### src/rtl/perf_counter_bank.sv
// perf_counter_bank: bank of NUM_CH event counters with run/freeze control,
// atomic snapshot into shadow registers and a registered shadow read port.
//
// Ports
//   clk      : clock, all state changes on the rising edge
//   reset_n  : asynchronous active-low reset
//   inc      : per-channel event pulses, +1 per high cycle while running
//   start    : begin / resume counting
//   stop     : freeze counting
//   clear    : synchronous zero of live counters and overflow flags
//   snap     : copy every live counter into its shadow register
//   rd_sel   : shadow channel select
//   rd_data  : registered shadow[rd_sel], 0 for selects beyond NUM_CH-1
//   running  : high while in RUN
//   ovf      : sticky per-channel overflow flags

// One counter channel: live count, sticky overflow and snapshot shadow.
module perf_ctr_ch #(
  parameter int WIDTH    = 32,
  parameter int SATURATE = 0
) (
  input  logic             clk,
  input  logic             reset_n,
  input  logic             en,
  input  logic             clear,
  input  logic             snap,
  output logic [WIDTH-1:0] shadow,
  output logic             ovf
);
  logic [WIDTH-1:0] cnt;

  always_ff @(posedge clk or negedge reset_n) begin
    if (!reset_n) begin
      cnt    <= '0;
      shadow <= '0;
      ovf    <= 1'b0;
    end else begin
      // Shadow takes the pre-update count, so a snap coinciding with an
      // increment or clear still captures a consistent cross-channel image.
      if (snap) shadow <= cnt;
      if (clear) begin
        cnt <= '0;
        ovf <= 1'b0;
      end else if (en) begin
        if (&cnt) begin
          ovf <= 1'b1;
          cnt <= (SATURATE != 0) ? cnt : '0;
        end else begin
          cnt <= cnt + WIDTH'(1);
        end
      end
    end
  end
endmodule

module perf_counter_bank #(
  parameter int NUM_CH    = 6,
  parameter int WIDTH     = 32,
  parameter int SATURATE  = 0,
  parameter int CYCLE_CH0 = 1,
  localparam int SEL_W    = (NUM_CH > 1) ? $clog2(NUM_CH) : 1
) (
  input  logic              clk,
  input  logic              reset_n,
  input  logic [NUM_CH-1:0] inc,
  input  logic              start,
  input  logic              stop,
  input  logic              clear,
  input  logic              snap,
  input  logic [SEL_W-1:0]  rd_sel,
  output logic [WIDTH-1:0]  rd_data,
  output logic              running,
  output logic [NUM_CH-1:0] ovf
);
  typedef enum logic [1:0] {IDLE, RUN, FROZEN} state_t;

  state_t state_q, state_d;
  logic   count_en;

  logic [NUM_CH-1:0][WIDTH-1:0] shadow;
  logic [NUM_CH-1:0]            ch_ev;
  logic [NUM_CH-1:0]            ch_en;

  always_ff @(posedge clk or negedge reset_n) begin
    if (!reset_n) state_q <= IDLE;
    else          state_q <= state_d;
  end

  always_comb begin
    state_d  = state_q;
    count_en = 1'b0;
    if (clear) begin
      state_d = start ? RUN : IDLE;
    end else if (start && stop) begin
      state_d = state_q;
    end else if (start) begin
      state_d = RUN;
    end else if (stop && state_q == RUN) begin
      state_d = FROZEN;
    end
    // Count only on cycles that start and stay in RUN: a stop in this cycle
    // discards this cycle's events, and clear overrides any increment.
    count_en = (state_q == RUN) && (state_d == RUN) && !clear;
  end

  assign running = (state_q == RUN);

  // Channel 0 optionally counts every running cycle instead of inc[0].
  assign ch_ev = inc | NUM_CH'(CYCLE_CH0 != 0);
  assign ch_en = ch_ev & {NUM_CH{count_en}};

  for (genvar i = 0; i < NUM_CH; i++) begin : g_ch
    perf_ctr_ch #(
      .WIDTH    (WIDTH),
      .SATURATE (SATURATE)
    ) u_ch (
      .clk     (clk),
      .reset_n (reset_n),
      .en      (ch_en[i]),
      .clear   (clear),
      .snap    (snap),
      .shadow  (shadow[i]),
      .ovf     (ovf[i])
    );
  end

  always_ff @(posedge clk or negedge reset_n) begin
    if (!reset_n)                  rd_data <= '0;
    else if (int'(rd_sel) < NUM_CH) rd_data <= shadow[rd_sel];
    else                           rd_data <= '0;
  end
endmodule

### config.mk
export PLATFORM = sky130hd
export DESIGN_NAME = perf_counter_bank
export DESIGN_NICKNAME = d
export VERILOG_FILES = /design/src/rtl/perf_counter_bank.sv
export SDC_FILE = /design/constraint.sdc
export NUM_CORES = 1
export LEC_CHECK = 0
export CAP_MARGIN = 15
export CORE_MARGIN = 2
export CORE_UTILIZATION = 30
export CTS_BUF_LIST = sky130_fd_sc_hd__clkbuf_4 sky130_fd_sc_hd__clkbuf_8
export CTS_CLUSTER_SIZE = 30
export DETAILED_ROUTE_END_ITERATION = 12
export GPL_TIMING_DRIVEN = 0
export HOLD_SLACK_MARGIN = 0.1
export MAX_ROUTING_LAYER = met4
export PLACE_DENSITY_LB_ADDON = 0.12
export SYNTH_ARGS = -nofsm -noshare
export SYNTH_HDL_FRONTEND = slang
export SYNTH_SLANG_ARGS = --single-unit
export TNS_END_PERCENT = 10
### constraint.sdc
create_clock -name clk -period 2.4 [get_ports clk]
set_clock_uncertainty 0.1 [all_clocks]
set_input_delay 0.36 -clock clk [delete_from_list [all_inputs] [get_ports clk]]
set_output_delay 0.36 -clock clk [all_outputs]
set_load 0.05 [all_outputs]
==> flow_metrics.py, run 1 <==
metrics = {
    "sta": {
        "fmax_mhz": 420.0,
        "min_period_ns": 2.381,
        "worstMarginPinSlew_ns": 1.151,
        "drv_slew": 0,
        "tns_ns": 0,
        "min_period_over_period_pct": 99.21,
        "grt_setup_unrepaired": "yes",
        "relSlewSlack_pct": 23.27,
        "finalSetupViolCount": 0,
        "final_hold_viol_count": 0,
        "fin_hold_ws_ns": 0.1322,
    },
    "grt": {
        "grt_max_degree": 114,
        "overflow": 0,
        "antenna_found_initial": 3,
        "grt_pass1_vias": 14250,
        "track_usage_pct": 18.12,
        "grt_pass1_wl_um": 89930,
    },
    "route": {
        "avgViaCountPerCell": 4.994,
        "wirelength_um": 58730,
        "drt_first_iter_violations": 1163,
        "first_pass_iters": 5,
        "vias": 14020,
        "drc": 0,
        "post_drt_wl_per_cell_um": 20.92,
        "ant_nets": 0,
    },
    "worst_setup_path": {
        "cp-end-kind": "register",
        "slowest_delay_ns": 0.63,
        "arrival_ns": 2.85,
        "crit_path_top_delay_cell": "or4b_2",
        "worstSetupStartpointType": "register",
        "worstPathCellList": "nand4_1 -> or4_4 -> nand2b_4 -> or4b_2 -> o211ai_1",
        "critPathKind": "reg -> reg",
        "crit_family": "simple AND/OR/NAND/NOR gates",
        "critPathMaxFanout": 6,
        "cp.required_ns": 2.86,
        "crit_buf_inv": 0,
    },
    "run": {
        "maxCapViolCount": 0,
    },
    "clock_tree": {
        "clockRootBuffer": "clkbuf_8",
        "clockBufferDepth": 3,
        "numCtsBuffers": 78,
        "cts_tree": "yes",
        "clk_latency_ns": 0.66,
        "h-tree-depth": 3,
        "clock_sinks": 424,
        "clk_pin_slew_ns": 0.06,
    },
    "logic_synthesis": {
        "synth.top_cell.area_share_pct": 53.57,
        "ys_warn_count": 0,
        "ys_types": 62,
        "synth_mux_area_share_pct": 16.22,
        "synth-simple-area-share_pct": 15.90,
        "yosysSeqAreaShare_pct": 53.57,
        "ys_ff_latch": 424,
        "synth_top_family_by_area": "multiplexers",
        "synth_largest_area_cell": "dfrtp_1",
        "netlist_area_sq_mm": 0.01981,
        "synth_edf_count": 0,
        "synth_compound_area_share_pct": 4.630,
        "dominantRegCellSynth": "dfrtp_1",
        "syn_nets": 1736,
        "syn_avg_cell_area_sq_um": 11.55,
        "synth.top_cells.by_area": "dfrtp_1 (54%), mux2_2 (11%), xnor2_1 (5.2%)",
        "synth_fa_ha_area_share_pct": 0.3790,
        "netlist_instances": 1715,
        "synth-async-reset-ratio_pct": 100.0,
        "synth-xor-area-share_pct": 6.190,
    },
    "worst_hold_path": {
        "hold_class": "in -> async",
    },
    "finish": {
        "area_growth_pct": 20.34,
        "mostFrequentLayoutCell": "dfrtp_1",
        "multi_input_area_sq_mm": 0.008805,
        "final-seq-area_sq_mm": 0.01064,
        "nFillCells": 6441,
        "final_core_util_pct": 36.39,
        "nets": 1907,
        "layout_common_cells": "dfrtp_1 (404), mux2_2 (192), nor2_1 (169)",
        "drive_gt1_share_pct": 27.50,
    },
    "floorplan": {
        "start_util_pct": 30.24,
        "num_rows": 94,
        "die_y_um": 261.0,
        "coreArea_sq_mm": 0.06551,
        "dieArea_sq_mm": 0.06810,
        "die_w_um": 261.0,
        "ios": 54,
    },
    "status": {
        "status": "finished, final reports clean",
    },
    "placement": {
        "gp_congestion": 0.8657,
        "portBuffers": 47,
        "dp_hpwl_um": 42590,
    },
    "power_and_ir_drop": {
        "p_total_uw": 15510,
        "powerDensity_mw_per_mm2": 650.8,
        "leakagePower_uw": 0.01012,
        "peakVddDrop_v": 0.0003055,
    },
}
-- Yosys cell counts (11+ instances only) --
cell type / count
a21oi_1: 50
and4_1: 19
buf_2: 13
clkbuf_1: 63
dfrtp_1: 424
inv_1: 53
mux2_2: 192
mux2i_1: 33
mux4_2: 32
nand2_1: 76
nand3_1: 62
nand4_1: 55
nor2_1: 169
nor3_1: 34
nor4_1: 60
nor4b_1: 15
o21ai_0: 29
o22ai_1: 32
or3_1: 35
or4_1: 11
xnor2_1: 117
xor2_1: 23
-- final cells by class --
type	instances	area share, %
multi-input cells	1143	36.94
well taps	864	4.535
clock inverters	13	0.6351
plain buffers	92	2.152
flip-flops and latches	424	44.62
clock buffers	123	6.341
inverters	54	0.8818
repair buffers	93	3.879
diodes	2	0.02100
-- state kept, by name (all words and copies together) (netlist names) --
register,flops
g_ch.u_ch.ovf,6
state_q,2
g_ch.u_ch.shadow,192
g_ch.u_ch.cnt,192
rd_data,32
-- power by group --
group | total, uW | switching, uW | internal [uW]
clock network | 7420 | 3120 | 4300
logic | 859 | 603 | 256
registers | 7230 | 40.0 | 7190
total | 15500 | 3760 | 11800
-- worst register-to-register path, stage by stage (launching register included) --
cell      delay (ns)
dfrtp_1         0.42
nand4_1         0.27
or4_4           0.55
nand2b_4        0.20
or4b_2          0.63
o211ai_1        0.12
-- kinds of logic (layout without fill, tap and decap cells) --
group | after synthesis | in the layout
buffers and inverters | 148 | 375
flip-flops | 424 | 424
adder cells (fa/ha/maj) | 6 | 6
other | 0 | 2
XOR/XNOR | 140 | 140
AO/OA/AOI/OAI | 150 | 150
AND/OR/NAND/NOR | 590 | 590
multiplexers | 257 | 257
-- through the flow --
stage / std cells / setup WS [ns] / area (sq um)
floorplan: 1715 / 0.09224 / 19810
global placement: 2626 / -18.93 / 21360
detailed placement: 2631 / -1.150 / 21490
CTS: 2781 / -0.1219 / 23490
global route: 2808 / -0.06233 / 23840
finish: 2808 / 0.01901 / 23840
-- routing by layer --
layer	up-vias	wire length, um	GRT usage, %
met5	-	0	-
met4	0	1391	5.429
met3	91	2478	3.271
met2	287	27520	28.04
met1	7098	27350	24.24
li1	6548	-	-
-- path summary, 6_finish.rpt --
check | start | endpoint | slack, ns | cells after the start
min reg2reg | g_ch[3].u_ch.ovf$_DFFE_PN0P_ | g_ch[3].u_ch.ovf$_DFFE_PN0P_ | 0.40 | 2
min in group clk | snap | g_ch[2].u_ch.shadow[31]$_DFFE_PN0P_ | 0.19 | 2
max in group asynchronous | reset_n | g_ch[4].u_ch.shadow[29]$_DFFE_PN0P_ | 0.70 | 4
max reg2reg | g_ch[2].u_ch.cnt[9]$_DFFE_PN0P_ | g_ch[2].u_ch.cnt[15]$_DFFE_PN0P_ | 0.02 | 5
max | g_ch[2].u_ch.cnt[9]$_DFFE_PN0P_ | g_ch[2].u_ch.cnt[15]$_DFFE_PN0P_ | 0.02 | 5
min | reset_n | g_ch[3].u_ch.cnt[8]$_DFFE_PN0P_ | 0.13 | 2
-- timing repair --
action / 4_1_cts / 5_1_grt
pin swaps: 17 / 16
endpoints found under the hold margin: 122 / 0
hold buffers: 1 / 0
setup endpoints to repair: 195 / 160
setup buffers: 13 / 27
resized for setup: 81 / 67
(Power assumes the default switching activity.)
==> run 2, diff against run 1 <==
Settings changed: CTS_CLUSTER_DIAMETER from default to 30.
==> flow_metrics.py, run 2 (same netlist as run 1, synthesis figures left out) <==
metrics = {
    "status": {
        "status": "complete, but fails checks",
        "violations": "negative setup slack",
    },
    "power_and_ir_drop": {
        "powerDensity_mw_per_mm2": 764.2,
        "peakVddDrop_v": 0.0004738,
        "leakagePower_uw": 0.01064,
        "p_total_uw": 19120,
    },
    "route": {
        "first_pass_iters": 5,
        "drc": 0,
        "wirelength_um": 60180,
        "drt_first_iter_violations": 955,
        "ant_nets": 0,
        "post_drt_wl_per_cell_um": 20.87,
        "vias": 14380,
        "avgViaCountPerCell": 4.986,
    },
    "placement": {
        "dp_cells": 2631,
        "gp_congestion": 0.8657,
        "dp_hpwl_um": 42590,
        "portBuffers": 47,
    },
    "worst_setup_path": {
        "critPathMaxFanout": 6,
        "critPathKind": "reg -> reg",
        "r2r-end": "g_ch[1].u_ch.cnt[12]$_DFFE_PN0P_",
        "arrival_ns": 2.89,
        "crit_buf_inv": 2,
        "cp.required_ns": 2.89,
        "r2r_start": "g_ch[1].u_ch.cnt[22]$_DFFE_PN0P_",
        "r2r_slack_ns": -0.003,
        "worstPathCellList": "nand4_1 -> or4_4 -> or3_4 -> o31ai_4 -> buf_12 -> clkbuf_16 -> nor2_1",
        "worstSetupStartpointType": "register",
        "crit_family": "simple AND/OR/NAND/NOR gates",
        "rr_worst_depth": 7,
        "cp-end-kind": "register",
        "crit_path_top_delay_cell": "or4_4",
        "slowest_delay_ns": 0.60,
    },
    "grt": {
        "grt_max_degree": 114,
        "grt_pass1_wl_um": 91000,
        "overflow": 0,
        "grt_pass1_vias": 14620,
        "track_usage_pct": 18.31,
        "antenna_found_initial": 3,
    },
    "sta": {
        "drv_slew": 0,
        "worstMarginPinSlew_ns": 1.133,
        "fmax_mhz": 416.1,
        "relSlewSlack_pct": 24.45,
        "min_period_ns": 2.403,
        "final_hold_viol_count": 0,
        "min_period_over_period_pct": 100.1,
        "setup_slack_ns": -0.003379,
        "grt_setup_unrepaired": "yes",
        "finalSetupViolCount": 1,
    },
    "run": {
        "maxCapViolCount": 0,
    },
    "clock_tree": {
        "numCtsBuffers": 110,
        "h-tree-depth": 3,
        "clock_sinks": 424,
        "clockRootBuffer": "clkbuf_8",
        "cts_tree": "yes",
        "clockBufferDepth": 3,
        "clk_pin_slew_ns": 0.05,
        "clk_latency_ns": 0.71,
    },
    "finish": {
        "nFillCells": 6388,
        "area_growth_pct": 26.28,
        "nets": 1946,
        "fin_cells": 2884,
        "top_regs": "g_ch.u_ch.cnt (192), g_ch.u_ch.shadow (192), rd_data (32)",
        "drive_gt1_share_pct": 30.87,
        "mostFrequentLayoutCell": "dfrtp_1",
        "layout_common_cells": "dfrtp_1 (395), mux2_2 (192), nor2_1 (164)",
    },
    "worst_hold_path": {
        "hold_class": "in -> reg",
        "whs_endpoint": "g_ch[3].u_ch.shadow[25]$_DFFE_PN0P_",
        "hp-start": "snap",
        "hold_depth": 2,
    },
    "floorplan": {
        "die_y_um": 261.0,
        "die_w_um": 261.0,
        "coreArea_sq_mm": 0.06551,
        "start_util_pct": 30.24,
        "num_rows": 94,
        "ios": 54,
        "dieArea_sq_mm": 0.06810,
    },
}
## run 2: cell count changes in the layout (fill, tap and decap cells not counted), sizes merged, moves of 2 or more
cell / before / now
buf: 86 / 90
dlygate4sd2: 1 / 3
inv: 55 / 61
clkinv: 6 / 21
bufinv: 3 / 18
clkbuf: 180 / 199
clkinvlp: 3 / 20
clkdlybuf4s50: 40 / 36
## run 2: how the worst max path moves through the flow
stage	cells after the start	endpoint	slack (ns)	startpoint
2_1_floorplan	7	g_ch[1].u_ch.cnt[17]$_DFFE_PN0P_	0.09	g_ch[1].u_ch.cnt[3]$_DFFE_PN0P_
3_3_place_gp	1	g_ch[4].u_ch.shadow[26]$_DFFE_PN0P_	-18.93	reset_n
3_5_place_dp	5	g_ch[3].u_ch.cnt[24]$_DFFE_PN0P_	-1.15	clear
4_1_cts	8	g_ch[1].u_ch.cnt[13]$_DFFE_PN0P_	-0.17	g_ch[1].u_ch.cnt[22]$_DFFE_PN0P_
5_1_grt	7	g_ch[3].u_ch.cnt[27]$_DFFE_PN0P_	-0.05	g_ch[3].u_ch.cnt[0]$_DFFE_PN0P_
6_report	7	g_ch[1].u_ch.cnt[12]$_DFFE_PN0P_	-0.003	g_ch[1].u_ch.cnt[22]$_DFFE_PN0P_
## run 2: area by class of cell
cell class | count | area, sq um | share of cell area [%]
Sequential cell | 424 | 10650 | 42.56
Multi-Input combinational cell | 1143 | 8831 | 35.30
Clock buffer | 139 | 1832 | 7.323
Tap cell | 864 | 1081 | 4.322
Timing Repair Buffer | 101 | 1039 | 4.152
Clock inverter | 66 | 878.3 | 3.511
Buffer | 91 | 494.2 | 1.976
Inverter | 54 | 207.7 | 0.8303
Antenna cell | 2 | 5.005 | 0.02001
## run 2: timing repair
action	CTS	global route
pin swaps	17	18
buffers inserted	13	31
hold endpoints to repair	122	0
endpoints found under the setup margin	198	181
hold buffers	2	0
gates cloned	0	3
resized for setup	81	74
## run 2: stage by stage
stage | setup WS (ns) | cell area, sq um | setup TNS, ns | util (%) | hold WS, ns
6_report | -0.003379 | 25010 | -0.003379 | 38.18 | 0.1567
5_1_grt | -0.05103 | 25010 | -0.3448 | 38.18 | 0.1334
4_1_cts | -0.1725 | 24520 | -4.818 | 37.43 | 0.1009
3_5_place_dp | -1.150 | 21490 | -168.26 | 32.80 | 0.2417
3_3_place_gp | -18.93 | 21360 | -8182.09 | 32.61 | 0.3847
2_1_floorplan | 0.09224 | 19810 | 0 | - | -0.03559
## run 2: power by group
part	switching (uW)	total, uW	internal (uW)
logic	610	875	265
clock network	3970	11000	7030
registers	39.8	7240	7200
total	4620	19100	14500
## run 2: metal layers
metal	track usage [%]	vias to the layer above	part of all wire, %
li1	-	6660	-
met1	23.92	7285	46
met2	28.31	313	47
met3	3.871	121	4.5
met4	6.111	0	2.7
met5	-	-	0
==> run 3, diff against run 2 <==
Clock period 2.4 ns to 2.9 ns, I/O delays scaled along.
==> flow_metrics.py, run 3 (same netlist as run 1, synthesis figures left out) <==
metrics = {
    "worst_setup_path": {
        "worstPathCellList": "nand2b_1 -> inv_4 -> clkbuf_4 -> clkbuf_4",
        "arrival_ns": 2.27,
        "critPathMaxFanout": 10,
        "crit_path_top_delay_cell": "dfrtp_1",
        "r2r-end": "g_ch[0].u_ch.cnt[28]$_DFFE_PN0P_",
        "worstSetupStartpointType": "register",
        "rr_worst_depth": 7,
        "r2r_start": "state_q[1]$_DFF_PN0_",
        "critPathKind": "reg -> out",
        "crit_path_frequent_cell": "clkbuf_4",
        "cp-end-kind": "output port",
        "slowest_delay_ns": 0.40,
        "cp.required_ns": 2.37,
        "r2r_slack_ns": 0.11,
    },
    "power_and_ir_drop": {
        "p_int_uw": 12000,
        "powerDensity_mw_per_mm2": 646.0,
        "clkPwrFrac_pct": 57.6,
        "switching_power_uw": 3707,
        "combPwrFrac_pct": 4.3,
        "peakVddDrop_v": 0.0003271,
        "leakagePower_uw": 0.01029,
        "p_sw_share_pct": 23.60,
        "p_total_uw": 15700,
        "seq_power_share_pct": 38.1,
    },
    "sta": {
        "drv_slew": 0,
        "final_hold_viol_count": 0,
        "min_period_ns": 2.810,
        "worstMarginPinSlew_ns": 1.148,
        "min_period_over_period_pct": 96.88,
        "finalSetupViolCount": 0,
        "fmax_mhz": 355.9,
        "tns_ns": 0,
        "grt_setup_unrepaired": "yes",
        "relSlewSlack_pct": 23.47,
        "setup_slack_ns": 0.09049,
    },
    "clock_tree": {
        "h-tree-depth": 3,
        "clk_pin_slew_ns": 0.06,
        "clockRootBuffer": "clkbuf_8",
        "cts_tree": "yes",
        "clock_sinks": 424,
        "clk_latency_ns": 0.70,
        "clockBufferDepth": 3,
        "numCtsBuffers": 109,
    },
    "placement": {
        "pre_cts_slack_ns": -0.7739,
        "dp_hpwl_um": 42940,
        "portBuffers": 47,
        "gp_congestion": 0.8701,
        "dp_cells": 2631,
    },
    "floorplan": {
        "num_rows": 94,
        "coreArea_sq_mm": 0.06551,
        "die_w_um": 261.0,
        "dieArea_sq_mm": 0.06810,
        "ios": 54,
        "die_y_um": 261.0,
        "start_util_pct": 30.24,
    },
    "route": {
        "ant_nets": 0,
        "first_pass_iters": 5,
        "drt_first_iter_violations": 954,
        "drc": 0,
        "wirelength_um": 58870,
        "avgViaCountPerCell": 5.004,
        "post_drt_wl_per_cell_um": 20.74,
        "vias": 14210,
    },
    "grt": {
        "grt_pass1_wl_um": 90700,
        "grt_max_degree": 109,
        "track_usage_pct": 18.27,
        "antenna_found_initial": 3,
        "grt_pass1_vias": 14540,
        "overflow": 0,
    },
    "status": {
        "status": "finished, final reports clean",
    },
    "worst_hold_path": {
        "hold_class": "in -> async",
    },
    "finish": {
        "mostFrequentLayoutCell": "dfrtp_1",
        "layout_common_cells": "dfrtp_1 (423), mux2_2 (192), nor2_1 (169)",
        "final-seq-area_sq_mm": 0.01061,
        "area_growth_pct": 22.73,
        "fin_cells": 2839,
        "nFillCells": 6479,
        "top_regs": "g_ch.u_ch.cnt (192), g_ch.u_ch.shadow (192), rd_data (32)",
        "drive_gt1_share_pct": 25.29,
        "multi_input_area_sq_mm": 0.008638,
        "nets": 1903,
    },
    "run": {
        "maxCapViolCount": 0,
    },
}
==> run 3: layout make-up <==
class | instances | share of cell area, %
timing repair buffer | 56 | 2.646
tap | 864 | 4.447
antenna | 2 | 0.02059
clock buffer | 140 | 7.669
clock inverter | 62 | 3.402
sequential | 424 | 43.65
multi-input combinational | 1143 | 35.53
buffer | 94 | 1.786
inverter | 54 | 0.8441
==> run 3: repair_timing <==
item	in CTS	in global routing
pin swaps	1	0
hold endpoints to repair	122	0
hold buffers	1	0
buffers inserted	3	0
resized for setup	12	21
setup endpoints to repair	125	139
==> run 3: worst max path at each step <==
| stage | start | end | slack (ns) | cells past startpoint |
|---|---|---|---|---|
| global route | g_ch[5].u_ch.cnt[4]$_DFFE_PN0P_ | g_ch[5].u_ch.cnt[31]$_DFFE_PN0P_ | -0.08 | 7 |
| global placement | reset_n | g_ch[4].u_ch.shadow[26]$_DFFE_PN0P_ | -18.47 | 1 |
| CTS | state_q[1]$_DFF_PN0_ | running | -0.07 | 4 |
| detailed placement | clear | g_ch[3].u_ch.cnt[22]$_DFFE_PN0P_ | -0.77 | 5 |
| finish | state_q[1]$_DFF_PN0_ | running | 0.09 | 4 |
| floorplan | state_q[1]$_DFF_PN0_ | g_ch[1].u_ch.cnt[10]$_DFFE_PN0P_ | 0.26 | 7 |
==> run 3: critical path, delay by kind of cell, from the launching register on <==
family	cells	cell delay (ns)
buf+inv	3	0.85
simple gates	1	0.33
flops	1	0.40
==> run 3: power groups by stage <==
stage	Sequential, uW	Combinational [uW]	Clock [uW]
2_1_floorplan	6080	318	0
3_3_place_gp	6100	642	0
3_5_place_dp	6090	667	0
4_1_cts	5990	678	9300
5_1_grt	5990	730	9650
6_report	5990	670	9040
==> run 3: routing by layer <==
metal / GRT usage (%) / vias up / routed length (um)
met4: 6.619 / 0 / 1628
met2: 27.93 / 346 / 27460
met3: 4.084 / 119 / 2730
li1: - / 6569 / -
met1: 23.79 / 7173 / 27050
met5: - / - / 0
==> run 3: through the flow <==
| stage | hold WS, ns | util [%] | cell area [sq um] |
|---|---|---|---|
| 3_3_place_gp | 0.3847 | 32.60 | 21360 |
| 2_1_floorplan | 0.03941 | - | 19810 |
| 4_1_cts | 0.1055 | 37.02 | 24250 |
| 5_1_grt | 0.1527 | 37.11 | 24310 |
| 3_5_place_dp | 0.2757 | 32.80 | 21490 |
| 6_report | 0.1565 | 37.11 | 24310 |
